===== src/rtl/switch_mon_pkg.sv =====
// Shared types and helpers for the seq_edge_switch_monitor bus-switching watchdog.
package switch_mon_pkg;

  typedef enum logic {
    SWM_ALT_ONLY = 1'b0,
    SWM_ANY_FULL = 1'b1
  } swm_mode_e;

  // Widest bus the alternating-pattern helper can describe.
  localparam int unsigned SWM_MAX_BITS = 256;

  // Bits needed to hold a count in the range 0..n.
  function automatic int unsigned cnt_width(input int unsigned n);
    return $clog2(n + 1);
  endfunction

  // Alternating pattern 0101.. of nbits, LSB set (0x55 for 8 bits).
  function automatic logic [SWM_MAX_BITS-1:0] alt_mask(input int unsigned nbits);
    logic [SWM_MAX_BITS-1:0] m;
    m = '0;
    for (int unsigned i = 0; i < SWM_MAX_BITS; i++) begin
      m[i] = (i < nbits) && (i % 2 == 0);
    end
    return m;
  endfunction

  // Ones in the low nbits positions.
  function automatic logic [SWM_MAX_BITS-1:0] width_mask(input int unsigned nbits);
    logic [SWM_MAX_BITS-1:0] m;
    m = '0;
    for (int unsigned i = 0; i < SWM_MAX_BITS; i++) begin
      m[i] = (i < nbits);
    end
    return m;
  endfunction

  // True when the zero-extended value is 0101.. or 1010.. over nbits.
  function automatic logic is_alt_pattern(input logic [SWM_MAX_BITS-1:0] value,
                                          input int unsigned nbits);
    logic [SWM_MAX_BITS-1:0] even_set;
    logic [SWM_MAX_BITS-1:0] odd_set;
    even_set = alt_mask(nbits);
    odd_set  = ~even_set & width_mask(nbits);
    return (value == even_set) || (value == odd_set);
  endfunction

endpackage


===== src/rtl/seq_edge_switch_popcount.sv =====
// Combinational population count of the bus toggle vector.
module seq_edge_switch_popcount
  import switch_mon_pkg::*;
#(
  parameter int unsigned NBITS = 8
) (
  input  logic [NBITS-1:0]             diff,
  output logic [$clog2(NBITS+1)-1:0]   count
);

  localparam int unsigned CW = cnt_width(NBITS);

  always_comb begin
    // NOTE: combinational outputs get a default first so no path leaves them unassigned (no latch).
    count = '0;
    for (int unsigned i = 0; i < NBITS; i++) begin
      count = count + CW'(diff[i]);
    end
  end

endmodule


===== src/rtl/seq_edge_switch_monitor.sv =====
// Bus-switching watchdog: per-beat toggle count, worst-case flag and windowed alarm.
// Optional build macro SWITCH_MON_STICKY_EN makes the alarm hold until clear/reset.
module seq_edge_switch_monitor
  import switch_mon_pkg::*;
#(
  parameter int unsigned NBITS  = 8,
  parameter int unsigned MODE   = 0,
  parameter int unsigned WINDOW = 16,
  parameter int unsigned THRESH = 4
) (
  input  logic                          clk,
  input  logic                          reset,
  input  logic                          in_val,
  input  logic [NBITS-1:0]              in_,
  input  logic                          clear,
  output logic                          max_switching,
  output logic [$clog2(NBITS+1)-1:0]    toggle_count,
  output logic [$clog2(WINDOW+1)-1:0]   window_count,
  output logic                          alarm
);

  localparam int unsigned TCW = cnt_width(NBITS);
  localparam int unsigned WCW = cnt_width(WINDOW);
  localparam int unsigned BCW = cnt_width(WINDOW);
  localparam swm_mode_e   MODE_E = swm_mode_e'(MODE[0]);

  localparam logic [BCW-1:0] LAST_BEAT  = BCW'(WINDOW - 1);
  localparam logic [WCW-1:0] THRESH_CNT = WCW'(THRESH);

  logic [NBITS-1:0] prev;
  logic             prev_ok;
  logic [BCW-1:0]   beat_cnt;

  logic [NBITS-1:0] diff;
  logic [TCW-1:0]   pop;
  logic             qual;
  logic             full_toggle;
  logic             alt_hit;
  logic             last_beat;
  logic [WCW-1:0]   win_sum;
  logic             win_hit;
  logic             alarm_nxt;

  assign diff = in_ ^ prev;

  seq_edge_switch_popcount #(
    .NBITS (NBITS)
  ) u_popcount (
    .diff  (diff),
    .count (pop)
  );

  // Per-beat classification; an unqualified beat has no history to compare against.
  always_comb begin
    qual          = in_val & prev_ok;
    full_toggle   = &diff;
    alt_hit       = is_alt_pattern(SWM_MAX_BITS'(in_), NBITS);
    max_switching = 1'b0;
    toggle_count  = '0;
    if (qual) begin
      toggle_count = pop;
      if (MODE_E == SWM_ANY_FULL) begin
        max_switching = full_toggle;
      end else begin
        max_switching = full_toggle & alt_hit;
      end
    end
  end

  // The event on the closing beat counts toward its own window.
  always_comb begin
    last_beat = in_val && (beat_cnt == LAST_BEAT);
    win_sum   = window_count + WCW'(max_switching);
    win_hit   = last_beat && (win_sum >= THRESH_CNT);
`ifdef SWITCH_MON_STICKY_EN
    alarm_nxt = alarm | win_hit;
`else
    alarm_nxt = win_hit;
`endif
  end

  // Sample history; gaps without in_val hold the last valid sample.
  always_ff @(posedge clk) begin
    // NOTE: sequential state uses non-blocking assignments so every register samples pre-edge values.
    if (reset) begin
      prev    <= '0;
      prev_ok <= 1'b0;
    end else if (in_val) begin
      prev    <= in_;
      prev_ok <= 1'b1;
    end
  end

  // Window bookkeeping; clear outranks the normal update, including on a closing beat.
  always_ff @(posedge clk) begin
    if (reset || clear) begin
      beat_cnt     <= '0;
      window_count <= '0;
      alarm        <= 1'b0;
    end else begin
      alarm <= alarm_nxt;
      if (in_val) begin
        if (last_beat) begin
          beat_cnt     <= '0;
          window_count <= '0;
        end else begin
          beat_cnt     <= beat_cnt + BCW'(1);
          window_count <= win_sum;
        end
      end
    end
  end

endmodule


===== config.mk =====
export PLATFORM = sky130hd
export DESIGN_NAME = seq_edge_switch_monitor
export DESIGN_NICKNAME = d
export VERILOG_FILES = /design/src/rtl/switch_mon_pkg.sv /design/src/rtl/seq_edge_switch_popcount.sv /design/src/rtl/seq_edge_switch_monitor.sv
export SDC_FILE = /design/constraint.sdc
export NUM_CORES = 1
export LEC_CHECK = 0
export CAP_MARGIN = 15
export CORE_UTILIZATION = 35
export CTS_CLUSTER_DIAMETER = 120
export DETAILED_ROUTE_END_ITERATION = 8
export GPL_TIMING_DRIVEN = 0
export PLACE_DENSITY = 0.57
export SLEW_MARGIN = 20
export SYNTH_ARGS = -nofsm -noshare
export SYNTH_HDL_FRONTEND = slang
export SYNTH_SLANG_ARGS = --single-unit

===== constraint.sdc =====
create_clock -name clk -period 12.62 [get_ports clk]
set_input_delay 2.524 -clock clk [delete_from_list [all_inputs] [get_ports clk]]
set_output_delay 2.524 -clock clk [all_outputs]
set_load 0.03 [all_outputs]

==> impl_metrics.json, run 1 <==
{
  "final_cell_mix": "clkdlybuf4s50_1, dfxtp_1, nor2_1",
  "drive_above_1_share": 0.0637,
  "ys_seq_elements": 20,
  "slew_viol_final": 0,
  "postSynthCellCount": 132,
  "hold_viol_final": 0,
  "fmax_mhz": 113,
  "vias_per_cell": 4.89,
  "synth_seq_area_share": 0.326,
  "fin_crit_sh": 0.699,
  "grt_start_max_net_pins": 12,
  "track_usage": 0.141,
  "syn-num-nets": 154,
  "die_y_microns": 61.3,
  "drt_pass1_iterations": 4,
  "ioPinCount": 23,
  "reg2reg_setup_slack_ns": 10.21,
  "gp_congestion": 0.801,
  "gr-total-overflow": 0,
  "crit_type": "primary input to primary output",
  "syn_avg_cell_area_sq_um": 9.31,
  "drc": 0,
  "tns_ns": 0,
  "arrival_ns": 6.29,
  "routed_wl_microns": 2380,
  "antenna_found_initial": 0,
  "synth_area_sq_mm": 0.00123,
  "worst_skew_pair.late_latency_ns": 0.30,
  "hold_path_class": "flip-flop to flip-flop",
  "wire_per_inst_microns": 11.7,
  "max_slew.worst_pin.slew_ns": 0.474,
  "fp-row-count": 21,
  "drt_iter0_markers": 32,
  "start_util": 0.368,
  "cp-start-kind": "primary input",
  "cp.required_ns": 10.10,
  "dp_hpwl_microns": 1830,
  "yosys.area.top_type_share": 0.326,
  "synth_edf_count": 0,
  "cp_max_fo": 4,
  "core_sq_mm": 0.00334,
  "critPathCaptureType": "primary output",
  "p_per_area_mw_per_mm2": 98.5,
  "slew_headroom": 0.684,
  "die_area_sq_mm": 0.00375,
  "synthFlopType": "dfxtp_1",
  "synth_area_leaders": "dfxtp_1, mux2i_1, fa_1",
  "detailed_place.area_sq_mm": 0.00150,
  "numPortBuffers": 21,
  "final_common_cell": "clkdlybuf4s50_1",
  "skew_ns": 0.00281,
  "path_clk_slew_ns": 0.11,
  "vias": 992,
  "fin_crit_ns": 8.82,
  "setup_viol": 0,
  "grt_pass1_vias": 858,
  "rsz0062_at_grt": "no",
  "htree_levels": 1,
  "area_growth_pct": 24.7,
  "postRouteAntennaNets": 0,
  "clock_path_buffers": 2,
  "die_x_microns": 61.3,
  "yosysWarnings": 0,
  "clock_sinks": 20,
  "cts_resized": 0,
  "design_area_sq_mm": 0.00153,
  "cts_tree": "yes",
  "nNetsFinal": 180,
  "cts_buffers": 3,
  "cts_hold_buf": 0,
  "cts_setup_buffers": 0,
  "yosysUniqueCellTypes": 33,
  "grt_pass1_wl_microns": 3850,
  "p_total_mw": 0.151,
  "insertedDiodeCount": 0,
  "synth_largest_area_cell": "dfxtp_1",
  "maxCapViolations": 0,
  "cts_root_buf": "clkbuf_4",
  "max-vdd-ir-drop_mv": 0.0552,
  "outcome": "completed",
  "leakage_nw": 0.619,
  "synth_async_sr_flop_share": 0
}
power by group:
group	leakage [nW]	switching (mW)	internal, mW
sequential	0.163	0.00136	0.0651
clock	0.0210	0.0202	0.0176
combinational	0.435	0.0243	0.0225
flip-flops by register name, indices dropped and copies added, names as in the netlist:
register,flops
prev_ok,1
alarm,1
prev,8
beat_cnt,5
window_count,5
critical path: stages:
cell             delay, ns
clkdlybuf4s50_1       0.46
xor2_1                0.17
ha_1                  0.28
inv_1                 0.05
fa_1                  0.50
fa_1                  0.52
fa_1                  0.48
fa_1                  0.39
xor2_1                0.17
nor2_1                0.08
clkdlybuf4s50_1       0.67
area by class of cell:
| class | count | area, sq um |
|---|---|---|
| fillers | 359 | 1800 |
| multi-input cells | 99 | 752 |
| flip-flops and latches | 20 | 400 |
| repair buffers | 21 | 210 |
| plain buffers | 8 | 57.6 |
| well taps | 46 | 57.6 |
| clock buffers | 4 | 36.3 |
| inverters | 5 | 18.8 |
stage by stage:
step | util | setup slack [ns] | std cells | hold slack [ns]
floorplan | - | 4.71 | 132 | 0.457
global placement | 0.448 | 3.81 | 199 | 0.481
detailed placement | 0.448 | 3.79 | 199 | 0.484
CTS | 0.459 | 3.77 | 203 | 0.505
global route | 0.459 | 3.60 | 203 | 0.539
finish | 0.459 | 3.80 | 203 | 0.505
final timing paths:
| path | from | end | depth (start not counted) |
|---|---|---|---|
| worst max-delay path | in_[1] | toggle_count[2] | 11 |
| worst min-delay path | window_count[0] | window_count[0] | 2 |
| worst max register to register | prev[1] | alarm | 10 |
| worst min register to register | window_count[0] | window_count[0] | 2 |
synth_stat cells, drive strengths merged, types with 2 or more instances:
cell type	count
dfxtp	20
o211ai	6
buf	4
mux2i	9
nor4	2
nand4	2
nor2	19
or4bb	4
a21oi	5
nand2b	6
o21ai	3
a31oi	3
and4b	2
xor2	5
nand3	3
xnor2	6
fa	4
ha	6
nor2b	2
clkbuf	4
nand2	3
inv	5
metal layers:
metal  wire, microns  part of all wire  vias to the layer above  global-route usage
li1                -                 -                      516                   -
met1            1130              0.47                      450               0.181
met2            1150              0.48                       24               0.236
met3              94             0.039                        2              0.0252
met4              13            0.0055                        0              0.0487
met5               0                 0                        -                   0
cell families after synthesis:
logic type / Yosys count / synth area share
adders and majority gates: 10 / 0.126
DFF: 20 / 0.326
buffers and inverters: 13 / 0.0621
AOI/OAI and AO/OA: 20 / 0.107
and+or+nand+nor: 49 / 0.227
muxes: 9 / 0.0733
xor gates and xnor gates: 11 / 0.0784
No activity file was read; power rests on OpenSTA's default activity.
==> run 2: changes to the inputs <==
--- a/config.mk
+++ b/config.mk
@@ -10,7 +10,7 @@
 export CTS_CLUSTER_DIAMETER = 120
 export DETAILED_ROUTE_END_ITERATION = 8
 export GPL_TIMING_DRIVEN = 0
-export PLACE_DENSITY = 0.57
+export PLACE_DENSITY = 0.6
 export SLEW_MARGIN = 20
 export SYNTH_ARGS = -nofsm -noshare
 export SYNTH_HDL_FRONTEND = slang
==> constraint.sdc (replaced) <==
create_clock -name clk -period 7.6 [get_ports clk]
set_input_delay 1.52 -clock clk [delete_from_list [all_inputs] [get_ports clk]]
set_output_delay 1.52 -clock clk [all_outputs]
set_load 0.03 [all_outputs]
==> run 2 against run 1 <==
Against the previous run: clock skew increased by 0.0092 ns; largest power group unchanged; critical path depth stayed put; global-route usage up 1.4 points; sequential share of layout area rose by 0.24 points; count of clock-buffer cells in the layout shrank 1; first-iteration DRC count rose by 16%; utilization is 0.41 points lower; highest routed layer unchanged.
==> impl_metrics.json, run 2 (synthesis results as in run 1) <==
{
  "skew_ns": 0.0120,
  "die_area_sq_mm": 0.00375,
  "fmax_mhz": 147,
  "antenna_found_initial": 0,
  "max_slew.worst_pin.slew_ns": 0.457,
  "vias_per_cell": 5.03,
  "dp_cells": 199,
  "crit_type": "primary input to primary output",
  "cts_resized": 0,
  "numPortBuffers": 21,
  "p_per_area_mw_per_mm2": 156,
  "cp_max_fo": 4,
  "leakage_nw": 0.612,
  "timing.final.ws_setup_ns": 0.783,
  "drc": 0,
  "grt_pass1_vias": 1026,
  "cts_buffers": 3,
  "drive_above_1_share": 0.0577,
  "die_x_microns": 61.3,
  "clock_sinks": 20,
  "slew_viol_final": 0,
  "slew_headroom": 0.695,
  "clock_path_buffers": 2,
  "critPathCaptureType": "primary output",
  "gr-total-overflow": 0,
  "ioPinCount": 23,
  "cts_setup_buffers": 0,
  "top_register": "prev",
  "reg_top3": "prev: 8 flops, beat_cnt: 5 flops, window_count: 5 flops",
  "drt_pass1_iterations": 4,
  "cp-start-kind": "primary input",
  "hold_viol_final": 0,
  "wire_per_inst_microns": 12.1,
  "htree_levels": 1,
  "arrival_ns": 5.30,
  "cts_hold_buf": 0,
  "path_clk_slew_ns": 0.10,
  "grt_start_max_net_pins": 11,
  "fillCellCount": 345,
  "drt_iter0_markers": 37,
  "fin_crit_ns": 6.82,
  "nNetsFinal": 180,
  "final_cell_mix": "clkdlybuf4s50_1, dfxtp_1, nor2_1",
  "stdcell_count": 202,
  "p_total_mw": 0.236,
  "fin_crit_sh": 0.897,
  "maxCapViolations": 0,
  "rsz0062_at_grt": "no",
  "postRouteAntennaNets": 0,
  "crit_top_cell": "fa_1",
  "track_usage": 0.155,
  "start_util": 0.368,
  "routed_wl_microns": 2440,
  "outcome": "completed",
  "grt_pass1_wl_microns": 4210,
  "worst_skew_pair.late_latency_ns": 0.30,
  "max-vdd-ir-drop_mv": 0.0674,
  "cp.required_ns": 6.08,
  "slowest_delay_ns": 0.68,
  "die_y_microns": 61.3,
  "area_growth_pct": 23.6,
  "fp-row-count": 21,
  "vias": 1016,
  "hold_path_class": "flip-flop to flip-flop",
  "dp_hpwl_microns": 1870,
  "core_sq_mm": 0.00334,
  "dp_slack_ns": 0.745,
  "tns_ns": 0,
  "cp_cell_sequence": "clkdlybuf4s50_1 -> xor2_1 -> ha_1 -> inv_1 -> fa_1 -> fa_1 -> fa_1 -> fa_1 -> xor2_1 -> nor2_1 -> clkdlybuf4s50_1",
  "final_common_cell": "clkdlybuf4s50_1",
  "cpMaxStageDelayCell": "clkdlybuf4s50_1",
  "cts_tree": "yes",
  "insertedDiodeCount": 0,
  "largest_reg_flops": 8,
  "setup_viol": 0,
  "gp_congestion": 0.781,
  "cts_root_buf": "clkbuf_4"
}
## run 2: cell count changes in the layout (fill, tap and decap cells not counted)
| cell | delta |
|---|---|
| clkbuf_8 | -1 |
## run 2: routing by layer
layer	vias up	GRT usage	wire length, microns
met5	-	0	0
met4	0	0.0812	44
met3	6	0.0273	73
met2	23	0.269	1190
met1	472	0.182	1130
li1	515	-	-
## run 2: cell type report
cell class	instances	area [sq um]	share of cell area
repair buffers	21	210	0.138
multi-input cells	99	752	0.495
plain buffers	8	57.6	0.0379
clock buffers	3	22.5	0.0148
well taps	46	57.6	0.0379
inverters	5	18.8	0.0124
flip-flops and latches	20	400	0.264
## run 2: worst paths after layout
kind / startpoint / endpoint / slack (ns) / cells after the start
worst max register to register: prev[1] / alarm / 5.14 / 10
worst min-delay path: prev_ok / prev_ok / 0.50 / 2
worst max-delay path: in_[1] / toggle_count[2] / 0.78 / 11
worst min register to register: prev_ok / prev_ok / 0.50 / 2
## run 2: critical path: cells and delay by family
kind	cells	cell delay, ns
and+or+nand+nor	1	0.09
buffers and inverters	3	1.19
adders and majority gates	5	2.16
xor gates and xnor gates	2	0.34
## run 2: where the power goes
part           internal [mW]  leakage, nW  switching, mW  total [mW]
Sequential             0.108        0.163        0.00223       0.110
Combinational         0.0365        0.435         0.0394      0.0758
Clock                 0.0184       0.0138         0.0317      0.0502
## run 2: metrics by stage
| step | area, sq um | hold slack, ns | util |
|---|---|---|---|
| after floorplan | 1230 | 0.457 | - |
| after detailed placement | 1500 | 0.479 | 0.448 |
| after global placement | 1500 | 0.474 | 0.448 |
| final | 1520 | 0.496 | 0.455 |
| after CTS | 1520 | 0.498 | 0.455 |
| after global routing | 1520 | 0.540 | 0.455 |
==> run 3: changes to the inputs <==
--- a/config.mk
+++ b/config.mk
@@ -6,11 +6,15 @@
 export NUM_CORES = 1
 export LEC_CHECK = 0
 export CAP_MARGIN = 15
+export CELL_PAD_IN_SITES_DETAIL_PLACEMENT = 0
+export CELL_PAD_IN_SITES_GLOBAL_PLACEMENT = 1
+export CORE_MARGIN = 10
 export CORE_UTILIZATION = 35
 export CTS_CLUSTER_DIAMETER = 120
 export DETAILED_ROUTE_END_ITERATION = 8
 export GPL_TIMING_DRIVEN = 0
-export PLACE_DENSITY = 0.6
+export PLACE_DENSITY = 0.75
+export SETUP_SLACK_MARGIN = 0.1
 export SLEW_MARGIN = 20
 export SYNTH_ARGS = -nofsm -noshare
 export SYNTH_HDL_FRONTEND = slang
==> run 3 against run 2 <==
Against the previous run: register-to-register slack better by 0.04 ns; routed wire length up 12%; non-clock buffer count unchanged.
==> impl_metrics.json, run 3 (synthesis results as in run 1) <==
{
  "outcome": "completed",
  "crit_top_cell": "fa_1",
  "nNetsFinal": 180,
  "cp.required_ns": 6.08,
  "die_area_sq_mm": 0.00628,
  "drc": 0,
  "p_per_area_mw_per_mm2": 179,
  "final_cell_mix": "clkdlybuf4s50_1, dfxtp_1, nor2_1",
  "wire_per_inst_microns": 13.5,
  "setup_viol": 0,
  "min_from": "window_count[0]",
  "pwr-share-comb": 0.277,
  "critPathCaptureType": "primary output",
  "hold_path_class": "flip-flop to flip-flop",
  "rsz0062_at_grt": "no",
  "fillCellCount": 363,
  "clockPowerShare": 0.324,
  "area_growth_pct": 26.1,
  "core_sq_mm": 0.00336,
  "ff_latch_area_sq_um": 400,
  "clock_path_buffers": 2,
  "fin_crit_sh": 0.898,
  "final_common_cell": "clkdlybuf4s50_1",
  "insertedDiodeCount": 0,
  "cp-start-kind": "primary input",
  "crit_start": "in_[0]",
  "postRouteAntennaNets": 0,
  "slowest_delay_ns": 0.68,
  "vias": 1011,
  "cp_cell_sequence": "clkdlybuf4s50_1 -> xor2_1 -> ha_1 -> inv_1 -> fa_1 -> fa_1 -> fa_1 -> fa_1 -> xor2_1 -> nor2_1 -> clkdlybuf4s50_1",
  "leakage_nw": 0.626,
  "cts_setup_buffers": 0,
  "slew_viol_final": 0,
  "crit_type": "primary input to primary output",
  "worst_skew_pair.late_latency_ns": 0.31,
  "ioPinCount": 23,
  "vias_per_cell": 4.98,
  "clock_sinks": 20,
  "maxCapViolations": 0,
  "gr-total-overflow": 0,
  "cts_root_buf": "clkbuf_4",
  "r2r_start": "prev[0]",
  "hold_viol_final": 0,
  "fin_crit_ns": 6.83,
  "grt_start_max_net_pins": 13,
  "htree_levels": 1,
  "numPortBuffers": 21,
  "internal_power_mw": 0.198,
  "path_clk_slew_ns": 0.13,
  "cts_buffers": 3,
  "skew_ns": 0.0108,
  "worst-path-buf-inv": 3,
  "multi_input_area_sq_um": 752,
  "fp-row-count": 21,
  "drt_iter0_markers": 55,
  "p_sw_frac": 0.285,
  "cts_resized": 0,
  "grt_pass1_vias": 1068,
  "p_total_mw": 0.277,
  "arrival_ns": 5.31,
  "cp_max_fo": 4,
  "fmax_mhz": 147,
  "critPathTopFamily": "adder cells",
  "p_sw_mw": 0.0789,
  "largest_reg_flops": 8,
  "tns_ns": 0,
  "gp_congestion": 0.781,
  "start_util": 0.365,
  "cpMaxStageDelayCell": "clkdlybuf4s50_1",
  "seq_power_share": 0.399,
  "die_x_microns": 79.3,
  "cts_tree": "yes",
  "dp_hpwl_microns": 2130,
  "top_register": "prev",
  "cts_hold_buf": 0,
  "drt_pass1_iterations": 4,
  "max-vdd-ir-drop_mv": 0.140,
  "grt_pass1_wl_microns": 4750,
  "max_slew.worst_pin.slew_ns": 0.489,
  "slew_headroom": 0.674,
  "antenna_found_initial": 0,
  "die_y_microns": 79.3,
  "reg_top3": "prev: 8 flops, beat_cnt: 5 flops, window_count: 5 flops",
  "track_usage": 0.0906,
  "drive_above_1_share": 0.0637,
  "routed_wl_microns": 2740
}
[run 3: layout make-up]
cell class              instances  area share
plain buffers                   8      0.0372
clock buffers                   3      0.0145
clock inverters                 1      0.0194
inverters                       5      0.0121
multi-input cells              99       0.485
flip-flops and latches         20       0.258
well taps                      46      0.0372
repair buffers                 21       0.136
[run 3: power groups by stage]
stage / Clock, mW / Combinational (mW) / Sequential (mW)
floorplan: 0 / 0.0542 / 0.112
global placement: 0 / 0.0745 / 0.113
detailed placement: 0 / 0.0772 / 0.113
CTS: 0.0921 / 0.0781 / 0.110
global route: 0.0966 / 0.0907 / 0.111
finish: 0.0895 / 0.0767 / 0.110
[run 3: path summary, 6_finish.rpt]
kind                                   endpoint  depth (start not counted)  slack (ns)
worst max-delay path            toggle_count[2]                         11        0.77
worst min-delay path            window_count[0]                          2        0.51
worst max register to register            alarm                         10        5.18
worst min register to register  window_count[0]                          2        0.51
[run 3: metrics by stage]
stage	worst slack (ns)	hold WS (ns)	instances	area, sq um	utilization
2_1_floorplan	1.70	0.457	132	1230	-
3_3_place_gp	0.787	0.476	199	1500	0.445
3_5_place_dp	0.736	0.483	199	1500	0.445
4_1_cts	0.744	0.511	203	1550	0.461
5_1_grt	0.586	0.540	203	1550	0.461
6_report	0.774	0.511	203	1550	0.461
[run 3: tightest hold or removal path, cell delays in order, from the launching register on]
cell and delay (ns):
dfxtp_1 0.36, nand2b_1 0.07, a21oi_1 0.05
[run 3: per-layer routing]
| metal | global-route usage | part of all wire | wire length [microns] | vias to the layer above |
|---|---|---|---|---|
| li1 | - | - | - | 513 |
| met2 | 0.153 | 0.48 | 1310 | 28 |
| met3 | 0.0428 | 0.070 | 192 | 2 |
| met1 | 0.101 | 0.45 | 1220 | 468 |
| met4 | 0.0197 | 0.0066 | 18 | 0 |
| met5 | 0 | 0 | 0 | - |
